==> src/rtl/muldiv_unit.sv <==
// Purpose : iterative signed/unsigned multiply/divide engine with architectural HI/LO
// Latency : DATA_WIDTH+1 cycles from the start edge to hi/lo update (1 cycle for divide-by-zero)
// Backpressure: busy is high while an operation is in flight; start/MTHI/MTLO must stall on busy
//
// Ports:
//   clk, rst          - rising-edge clock, asynchronous active-high reset
//   start, op, a, b   - launch MULTU(00)/MULT(01)/DIVU(10)/DIV(11) on a, b (sampled in IDLE only)
//   abort             - flush: drop the operation in flight, hi/lo untouched
//   hi_we, lo_we,wdata- MTHI/MTLO writes, honoured only while idle
//   hi, lo            - architectural HI/LO registers
//   busy, done        - engine active / one-cycle result-written pulse
//   div_by_zero       - qualifies the most recent done; held until the next one
module muldiv_unit #(
  parameter int DATA_WIDTH = 32,
  parameter int CNT_WIDTH  = $clog2(DATA_WIDTH)
) (
  input  logic                  clk,
  input  logic                  rst,
  input  logic                  start,
  input  logic [1:0]            op,
  input  logic [DATA_WIDTH-1:0] a,
  input  logic [DATA_WIDTH-1:0] b,
  input  logic                  abort,
  input  logic                  hi_we,
  input  logic                  lo_we,
  input  logic [DATA_WIDTH-1:0] wdata,
  output logic [DATA_WIDTH-1:0] hi,
  output logic [DATA_WIDTH-1:0] lo,
  output logic                  busy,
  output logic                  done,
  output logic                  div_by_zero
);

  localparam int N = DATA_WIDTH;
  localparam logic [CNT_WIDTH-1:0] CNT_INIT = CNT_WIDTH'(N - 1);
  localparam logic [CNT_WIDTH-1:0] CNT_ONE  = CNT_WIDTH'(1);

  typedef enum logic [1:0] {IDLE, CALC, FIX} state_t;

  state_t state, state_nxt;

  logic [CNT_WIDTH-1:0] cnt;
  logic [N-1:0] acc_hi;   // product upper half / partial remainder
  logic [N-1:0] acc_lo;   // multiplier shifting out / dividend shifting out, quotient shifting in
  logic [N-1:0] opnd;     // |multiplicand| or |divisor|
  logic         is_div;
  logic         dz;       // divide by zero captured at start
  logic         neg_q;    // negate product / quotient
  logic         neg_r;    // negate remainder (dividend was negative)

  // Operand conditioning at start
  logic         a_neg, b_neg, b_zero;
  logic [N-1:0] a_abs, b_abs;

  assign a_neg  = op[0] & a[N-1];
  assign b_neg  = op[0] & b[N-1];
  assign a_abs  = a_neg ? -a : a;
  assign b_abs  = b_neg ? -b : b;
  assign b_zero = (b == '0);

  // One shift-add step: N+1 bit sum keeps the carry that shifts into acc_hi
  logic [N:0] mul_sum;
  assign mul_sum = {1'b0, acc_hi} + (acc_lo[0] ? {1'b0, opnd} : {(N+1){1'b0}});

  // One restoring-divide step on the N+1 bit shifted remainder. The difference
  // always fits N bits when taken, since the old remainder was below the divisor.
  logic [N:0]   div_sh;
  logic         div_ge;
  logic [N-1:0] div_sub;
  assign div_sh  = {acc_hi, acc_lo[N-1]};
  assign div_ge  = (div_sh >= {1'b0, opnd});
  assign div_sub = div_sh[N-1:0] - opnd;

  // Sign correction applied in FIX
  logic [2*N-1:0] prod, prod_fix;
  logic [N-1:0]   q_fix, r_fix;
  assign prod     = {acc_hi, acc_lo};
  assign prod_fix = neg_q ? -prod : prod;
  assign q_fix    = neg_q ? -acc_lo : acc_lo;
  assign r_fix    = neg_r ? -acc_hi : acc_hi;

  assign busy = (state != IDLE);

  always_ff @(posedge clk or posedge rst) begin
    if (rst) state <= IDLE;
    else     state <= state_nxt;
  end

  always_comb begin
    state_nxt = state;
    case (state)
      IDLE: if (start) state_nxt = (op[1] && b_zero) ? FIX : CALC;
      CALC: begin
        if (abort)           state_nxt = IDLE;
        else if (cnt == '0)  state_nxt = FIX;
      end
      FIX:     state_nxt = IDLE;
      default: state_nxt = IDLE;
    endcase
  end

  always_ff @(posedge clk or posedge rst) begin
    if (rst) begin
      hi          <= '0;
      lo          <= '0;
      done        <= 1'b0;
      div_by_zero <= 1'b0;
      cnt         <= '0;
      acc_hi      <= '0;
      acc_lo      <= '0;
      opnd        <= '0;
      is_div      <= 1'b0;
      dz          <= 1'b0;
      neg_q       <= 1'b0;
      neg_r       <= 1'b0;
    end else begin
      done <= 1'b0;
      case (state)
        IDLE: begin
          if (hi_we) hi <= wdata;
          if (lo_we) lo <= wdata;
          if (start) begin
            is_div <= op[1];
            dz     <= op[1] & b_zero;
            neg_q  <= a_neg ^ b_neg;
            neg_r  <= a_neg;
            cnt    <= CNT_INIT;
            if (op[1]) begin
              opnd <= b_abs;
              if (b_zero) begin
                // Preloaded so FIX just copies: hi = raw dividend, lo = all ones
                acc_hi <= a;
                acc_lo <= '1;
              end else begin
                acc_hi <= '0;
                acc_lo <= a_abs;
              end
            end else begin
              acc_hi <= '0;
              acc_lo <= b_abs;
              opnd   <= a_abs;
            end
          end
        end
        CALC: begin
          if (!abort) begin
            if (cnt != '0) cnt <= cnt - CNT_ONE;
            if (is_div) begin
              acc_hi <= div_ge ? div_sub : div_sh[N-1:0];
              acc_lo <= {acc_lo[N-2:0], div_ge};
            end else begin
              acc_hi <= mul_sum[N:1];
              acc_lo <= {mul_sum[0], acc_lo[N-1:1]};
            end
          end
        end
        FIX: begin
          if (!abort) begin
            done        <= 1'b1;
            div_by_zero <= dz;
            if (!is_div) begin
              {hi, lo} <= prod_fix;
            end else if (dz) begin
              hi <= acc_hi;
              lo <= acc_lo;
            end else begin
              hi <= r_fix;
              lo <= q_fix;
            end
          end
        end
        default: ;
      endcase
    end
  end

endmodule
==> config.mk <==
export PLATFORM = sky130hd
export DESIGN_NAME = muldiv_unit
export DESIGN_NICKNAME = d
export VERILOG_FILES = /design/src/rtl/muldiv_unit.sv
export SDC_FILE = /design/constraint.sdc
export NUM_CORES = 1
export LEC_CHECK = 0
export BUFFER_PORTS_ARGS = -buffer_cell sky130_fd_sc_hd__buf_2
export CORE_UTILIZATION = 55
export DETAILED_ROUTE_END_ITERATION = 8
export GPL_ROUTABILITY_DRIVEN = 0
export PLACE_DENSITY_LB_ADDON = 0.2
export SLEW_MARGIN = 5
export SYNTH_ARGS = -nofsm -noshare
export SYNTH_HDL_FRONTEND = slang
export SYNTH_SLANG_ARGS = --single-unit
==> constraint.sdc <==
create_clock -name clk -period 10.3 [get_ports clk]
set_clock_uncertainty 0.1 [all_clocks]
set_input_delay 2.575 -clock clk [delete_from_list [all_inputs] [get_ports clk]]
set_output_delay 2.575 -clock clk [all_outputs]
set_load 0.1 [all_outputs]
== Word-level counts from Yosys, hierarchy flattened ==
Cells that the tools add are included.
Word-level totals
  bits in writable memories: 0
  memories: 0
  memory bits (read-only): 0
  bits in latches: 0
  output and inout bits: 67
  bits in registers: 173
  word-level logic and storage cells: 92
  bits of input ports: 104
Cells by class
  $add $sub $neg: 8
  mux-type cells: 41
  shift-type cells: 0
  equality and inequality tests: 9
  bitwise gates (word level): 5
  divide/modulo/power cells: 0
  $lt $le $gt $ge: 1
  multipliers: 0
  reduce and logical (&&, ||, !) cells: 15
Operators by type and width (count)
  32-bit 2-to-1 mux: 25
  32-bit one-hot mux with 2 select lines: 4
  32-bit negation: 4
  64-bit 2-to-1 mux: 1
  64-bit negation: 1
  32-bit by 32-bit adder with 33-bit output: 1
  33-bit by 32-bit >= comparator with 1-bit output: 1
  32-bit zero test: 1
  32-bit subtractor: 1
  5-bit 2-to-1 mux: 3
  2-bit != test (second input constant): 6
  5-bit one-hot mux with 2 select lines: 1
  3-bit AND reduction: 3
  2-bit 2-to-1 mux: 4
  2-bit AND reduction: 3
  2-bit nonzero test: 3
  5-bit zero test: 1
  5-bit nonzero test: 1
  5-bit by 1-bit subtractor with 5-bit output (second input constant): 1
  2-bit one-hot mux with 2 select lines: 1
  4-bit AND reduction: 1
  1-bit bitwise AND: 3
  3-bit != test (second input constant): 1
  2-bit by 1-bit == test with 1-bit output (second input constant): 1
  other kinds (6): 7

== Logic depth before layout (Yosys ltp) ==
Gate-level depths: netlist of run 1.
  word-level depth: 6
  mapped depth: 14
  gate-level depth less buffers: 13

== Worst setup path after synthesis of run 1 ==
OpenSTA, ideal clock, no wires.
  path type: input port to flip-flop
  start: input port b[1]
  end: register acc_hi[7]
  slack: 5.131 ns
  path buffers: 2
  library setup time: 0.065 ns
  data required time: 10.135 ns
  data arrival time: 5.004 ns
  cell stages on the path: 11
  cell sequence: inv_1 > ha_1 > nor4b_1 > nand3_1 > or4_1 > clkbuf_1 > nor3_2 > clkbuf_1 > a21oi_1 > a211oi_1 > o21a_1
Between the ends
  longest elaborated chain between the ends: 5
Ends and longest elaborated chain
  start: declaration: RTL line 22  | input logic [DATA_WIDTH-1:0] b,
  32-bit zero test: RTL line 59  | assign b_zero = (b == '0);
  32-bit 2-to-1 mux: RTL line 130  | if (b_zero) begin
  32-bit 2-to-1 mux: RTL line 128  | if (op[1]) begin
  32-bit 2-to-1 mux: RTL line 122  | if (start) begin
  32-bit one-hot mux with 2 select lines: RTL line 118  | case (state)
  end signal: assignment: RTL line 149  | acc_hi <= div_ge ? div_sub : div_sh[N-1:0];
  end signal: assignment: RTL line 152  | acc_hi <= mul_sum[N:1];
  end: declaration: RTL line 43  | logic [N-1:0] acc_hi;
Every way passes these cells. The select of a mux whose other input is x is not followed.
A chain may end at the register's enable or synchronous reset.

== Worst setup path after layout of run 1 ==
  start: input port b[1]
  end: register acc_lo[20]
Between the ends
  longest elaborated chain between the ends: 5
  elaborated cells on any way between the ends: 7
  those cells by class: add/sub (1); mux (5); reduce/logical (1)
Ends and longest elaborated chain
  32-bit negation / 32-bit zero test (equally long branches): RTL line 58, 59
  32-bit 2-to-1 mux (on tied branches): RTL line 58, 130
  32-bit 2-to-1 mux (*): RTL line 128
  32-bit 2-to-1 mux (*): RTL line 122
  32-bit one-hot mux with 2 select lines (*): RTL line 118
  end signal: assignment: RTL line 136  | acc_lo <= a_abs;
  end signal: assignment: RTL line 140  | acc_lo <= b_abs;
  end signal: assignment: RTL line 150  | acc_lo <= {acc_lo[N-2:0], div_ge};
  end: declaration: RTL line 44  | logic [N-1:0] acc_lo;
Every way passes the cells marked *; elsewhere a longest branch is shown, timed or not. The select of a mux whose other input is x is not followed.

==> results of run 1 <==
## cell usage in the layout, fill, tap and decap left out, drive strengths merged, types with 8 or more instances in the layout
cell / n
a21oi: 200
mux2: 14
a31oi: 34
inv: 73
and3: 21
a211oi: 26
xor2: 81
clkbuf: 17
nand4: 15
ha: 70
a211o: 8
o41ai: 11
nor4: 18
dfrtp: 173
xnor2: 93
clkinv: 8
and2: 22
nor2b: 11
o21a: 15
or4: 10
o211ai: 50
o31ai: 36
buf: 190
a21o: 28
nand2: 224
nand2b: 20
nand3: 42
nor2: 202
nor3: 54
a221oi: 9
o21bai: 8
or3: 16
mux2i: 42
o21ai: 191
## area by class of cell
| type | count | area, µm² | area share (%) |
|---|---|---|---|
| Timing Repair Buffer | 190 | 1000 | 5.90 |
| Tap cell | 372 | 465 | 2.74 |
| Multi-Input combinational cell | 1647 | 10300 | 60.8 |
| Clock buffer | 17 | 425 | 2.51 |
| Sequential cell | 173 | 4330 | 25.5 |
| Inverter | 66 | 253 | 1.49 |
| Clock inverter | 15 | 173 | 1.02 |
## routing by layer
layer	routed length (µm)	part of all wire, %	GRT usage (%)	vias to the layer above
li1	-	-	-	7435
met1	21600	39	49.3	7689
met2	24300	44	59.6	1058
met3	5690	10	6.62	226
met4	3560	6.5	23.5	0
met5	0	0	0	-
## flip-flops by register name, summed over array words and instances, names as in the netlist
register and flops:
hi 32, dz 1, neg_r 1, div_by_zero 1, acc_lo 32, state 2
is_div 1, acc_hi 32, cnt 5, done 1, opnd 32, lo 32
neg_q 1
## worst min path at each step
| stage | startpoint | to | slack [ns] |
|---|---|---|---|
| after global placement | hi[12] | hi[12] | 0.35 |
| after detailed placement | lo[8] | lo[8] | 0.36 |
| after floorplan | neg_r | neg_r | 0.34 |
| final | hi[30] | hi[30] | 0.37 |
| after global routing | hi[30] | hi[30] | 0.39 |
| after CTS | lo[8] | lo[8] | 0.38 |
## metrics by stage
step | setup WS (ns) | cell area (µm²) | hold slack (ns) | instances | util, %
floorplan | 2.94 | 15300 | 0.342 | 2008 | -
global placement | 4.69 | 16400 | 0.353 | 2448 | 60.3
detailed placement | 4.57 | 16400 | 0.362 | 2448 | 60.3
CTS | 5.00 | 17000 | 0.378 | 2480 | 62.5
global route | 4.43 | 17000 | 0.393 | 2480 | 62.5
finish | 4.90 | 17000 | 0.372 | 2480 | 62.5
## cells by family after synthesis
| kind of cell | count (synthesis) |
|---|---|
| AOI/OAI and AO/OA | 672 |
| DFF | 173 |
| and+or+nand+nor | 673 |
| adders and majority gates | 72 |
| xor gates and xnor gates | 174 |
| muxes | 56 |
| buffers and inverters | 188 |
## worst max-delay path, delay by kind of cell
| family | cells | cell delay, ns |
|---|---|---|
| simple gates | 4 | 2.24 |
| compound gates | 3 | 0.49 |
| buf+inv | 2 | 0.19 |
| fa+ha+maj | 1 | 0.18 |
==> results.py, run 1 <==
metrics = {
    "cts": {
        "clkSinkCount": 173,
        "cts_buffer_depth": 2,
        "cts_resized": 0,
        "tritoncts": "done",
        "clkLatencyLatePin_ns": 0.45,
        "path_clk_slew_ns": 0.08,
        "cts_root_buf": "clkbuf_16",
        "post_cts_buffers": 0,
        "htreeDepth": 4,
        "cts_buffers": 17,
        "holdBufCountCts": 0,
    },
    "drt": {
        "drtIter0Drc": 2149,
        "viasPerCell": 6.62,
        "num_vias": 16400,
        "drc": 0,
        "firstDrtPassIters": 7,
        "wire_per_inst_um": 22.2,
        "antenna_left": 0,
        "finalWirelength_mm": 55.1,
    },
    "synth": {
        "synth-warning-count": 0,
        "postSynthCellCount": 2008,
        "synth_cell_types": 78,
        "synth_compound_area_share_pct": 27.1,
        "yosysMostFrequentCell": "nand2_1",
        "ys.flop_type": "dfrtp_1",
        "synth-seq-area-share_pct": 28.2,
        "synth_commonest_cells": "224 x nand2_1, 202 x nor2_1, 200 x a21oi_1",
        "yosys.area_share.xor_xnor_pct": 9.93,
        "synth_edf_count": 0,
        "synth_top_family_by_area": "compound AO/OA/AOI/OAI gates",
        "yosysTopAreaCellShare_pct": 28.2,
        "synth_top_cell_by_area": "dfrtp_1",
        "ys_async_sr_fraction_pct": 100,
        "synth.area.top_cells": "dfrtp_1 28%, a21oi_1 6.5%, o21ai_0 6.1%",
        "synth_mux_area_share_pct": 3.77,
        "syn_area_per_cell_um2": 7.64,
        "synth_seq_cells": 173,
        "syn-cell-area_um2": 15300,
        "synthAdderAreaFrac_pct": 5.97,
        "yosys.area_share.simple_pct": 20.3,
        "syn_nets": 2184,
    },
    "worst_setup_path": {
        "crit_path_top_delay_cell": "nor4_1",
        "crit_path_end": "acc_lo[20]",
        "critPathLaunch": "b[1]",
        "crit_required_ns": 10.57,
        "end_kind": "flip-flop",
        "crit_arrival_ns": 5.67,
        "reg2reg_depth": 11,
        "r2r-start": "acc_lo[0]",
        "path_cells": "buf_2 > inv_1 > ha_1 > nor4b_1 > nand3_1 > nor4_1 > nor2_1 > a21oi_1 > o21ai_0 > a21oi_1",
        "r2r_end": "hi[14]",
        "critPathMaxStageDelay_ns": 1.06,
        "crit_top_cell": "a21oi_1",
        "reg2reg_setup_slack_ns": 5.60,
        "start_kind": "input port",
        "critPathMaxFanout": 8,
        "worstSetupPathType": "input port to flip-flop",
    },
    "timing": {
        "max_freq_mhz": 185,
        "tightest_slew_ns": 1.19,
        "period_needed_ns": 5.40,
        "slew_violations": 0,
        "hold_viol": 0,
        "relSlewSlack_pct": 20.0,
        "setup_viol": 0,
        "fin_crit_sh_pct": 52.4,
        "fin_tns_setup_ns": 0,
        "rsz0062_at_grt": "no",
    },
    "floorplan": {
        "rows": 60,
        "io_pins": 171,
        "initial_utilization_pct": 56.5,
        "core_um2": 27200,
        "die_width_um": 169,
        "die_y_um": 169,
        "dieArea_um2": 28600,
    },
    "global_routing": {
        "grt_overflow": 0,
        "grt_pass1_wl_mm": 83.4,
        "grt_util_all_layers_pct": 38.1,
        "grt_max_degree": 73,
        "antenna_found_initial": 0,
        "grt_pass1_vias": 14900,
    },
    "layout": {
        "nNetsFinal": 2271,
        "n_fill_cell": 2502,
        "n_antenna_cell": 0,
        "drive_gt1_share_pct": 12.5,
        "syn2layout_area_growth_pct": 10.7,
    },
    "place": {
        "dp_hpwl_mm": 41.2,
        "port_buffers": 170,
    },
    "run_status": {
        "outcome": "finished clean",
    },
    "min_path": {
        "holdPathStages": 2,
        "hold_class": "flip-flop to flip-flop",
    },
    "job": {
        "cap_violations": 0,
    },
}
Power of run 1 is not shown: default switching activity piles up to over one toggle a cycle in this logic, so the estimate is an artifact.
==> inputs of run 2 (changes only) <==
==> constraint.sdc (replaced) <==
create_clock -name clk -period 5.7 [get_ports clk]
set_clock_uncertainty 0.1 [all_clocks]
set_input_delay 1.425 -clock clk [delete_from_list [all_inputs] [get_ports clk]]
set_output_delay 1.425 -clock clk [all_outputs]
set_load 0.1 [all_outputs]
==> run 2 against run 1 <==
Against the previous run:
- wire length hardly changed
- die area is the same
- flip-flop and latch count stayed put
- sequential share of layout area decreased by 0.10 points
- critical endpoint is now acc_hi[25]
==> results.py, run 2 (synthesized netlist as in run 1, its figures left out) <==
metrics = {
    "run_status": {
        "outcome": "finished clean",
    },
    "floorplan": {
        "io_pins": 171,
        "die_y_um": 169,
        "die_width_um": 169,
        "dieArea_um2": 28600,
        "rows": 60,
        "core_um2": 27200,
        "initial_utilization_pct": 56.5,
    },
    "cts": {
        "cts_buffer_depth": 2,
        "cts_resized": 0,
        "htreeDepth": 4,
        "tritoncts": "done",
        "cts_buffers": 17,
        "cts_root_buf": "clkbuf_16",
        "holdBufCountCts": 0,
        "clkSinkCount": 173,
        "clkLatencyLatePin_ns": 0.45,
        "path_clk_slew_ns": 0.08,
        "post_cts_buffers": 0,
    },
    "worst_setup_path": {
        "start_kind": "input port",
        "end_kind": "flip-flop",
        "worstSetupPathType": "input port to flip-flop",
        "critPathMaxStageDelay_ns": 0.75,
        "critPathBufInv": 3,
        "crit_arrival_ns": 4.70,
        "crit_required_ns": 5.93,
        "path_cells": "buf_2 > inv_1 > ha_1 > nor4b_1 > nand3_1 > or4_1 > nor3_2 > buf_4 > and3_1 > a21oi_1 > o21ai_0",
        "crit_path_top_delay_cell": "or4_1",
        "crit_family": "simple AND/OR/NAND/NOR gates",
        "critPathMaxFanout": 18,
    },
    "global_routing": {
        "grt_pass1_vias": 15200,
        "grt_util_all_layers_pct": 38.9,
        "grt_max_degree": 174,
        "grt_pass1_wl_mm": 85.1,
        "antenna_found_initial": 0,
        "grt_overflow": 0,
    },
    "place": {
        "place_ws_ns": 0.919,
        "dp_hpwl_mm": 41.6,
        "port_buffers": 170,
        "dp_cells": 2453,
    },
    "job": {
        "cap_violations": 0,
    },
    "drt": {
        "antenna_left": 0,
        "num_vias": 16300,
        "drc": 0,
        "viasPerCell": 6.55,
        "finalWirelength_mm": 55.2,
        "drtIter0Drc": 1873,
        "wire_per_inst_um": 22.2,
        "firstDrtPassIters": 6,
    },
    "timing": {
        "relSlewSlack_pct": 21.9,
        "tightest_slew_ns": 1.17,
        "slew_violations": 0,
        "period_needed_ns": 4.46,
        "max_freq_mhz": 224,
        "fin_crit_sh_pct": 78.3,
        "fin_tns_setup_ns": 0,
        "setup_viol": 0,
        "whs_ns": 0.375,
        "hold_viol": 0,
        "setup_slack_ns": 1.24,
        "rsz0062_at_grt": "no",
    },
    "layout": {
        "layout_common_cells": "223 x nand2_1, 201 x nor2_1, 198 x a21oi_1, 186 x o21ai_0, 172 x dfrtp_1",
        "layout_commonest_cell": "nand2_1",
        "multi_input_area_um2": 10300,
        "drive_gt1_share_pct": 12.7,
        "nNetsFinal": 2276,
        "seqCellArea_um2": 4330,
        "layout.cells.non_filler": 2486,
        "syn2layout_area_growth_pct": 11.1,
        "n_fill_cell": 2466,
    },
    "min_path": {
        "hold_class": "flip-flop to flip-flop",
    },
}
-- run 2: changes by cell type in the layout (fill, tap and decap cells not counted), sizes merged --
cell | before | now
buf | 190 | 195
clkinv | 8 | 9
clkinvlp | 0 | 1
diode | 0 | 1
inv | 73 | 71
-- run 2: path summary, 6_finish.rpt --
kind,startpoint,endpoint,slack [ns],cells past startpoint
max,b[1],acc_hi[25],1.24,11
min,lo[6],lo[6],0.37,2
max reg2reg,acc_lo[0],acc_hi[31],1.59,13
min reg2reg,lo[6],lo[6],0.37,2
max in group asynchronous,rst,acc_lo[14],3.48,3
min in group asynchronous,rst,hi[22],1.02,3
-- run 2: metrics by stage --
stage	util [%]	area, µm²
4_1_cts	62.7	17000
3_3_place_gp	60.5	16400
3_5_place_dp	60.5	16400
2_1_floorplan	-	15300
5_1_grt	62.7	17000
6_report	62.7	17000
-- run 2: layout make-up --
type | instances | area share [%]
multi-input cells | 1647 | 60.6
flip-flops and latches | 173 | 25.4
repair buffers | 195 | 6.17
well taps | 372 | 2.73
clock buffers | 17 | 2.50
inverters | 66 | 1.48
clock inverters | 15 | 1.12
diodes | 1 | 0.0147
-- run 2: worst min-delay path, cell delays in order (launching register included) --
cell	delay, ns
dfrtp_1	0.34
nand2_1	0.05
o31ai_1	0.05
-- run 2: layer usage --
metal  global-route usage [%]  up-vias  part of all wire [%]
met2                     59.6      983                    43
met4                     27.8        0                   7.9
met1                     49.3     7643                    39
met3                     7.39      234                   9.9
li1                         -     7432                     -
met5                        0        -                     0
Power of run 2 is left out for the same reason.
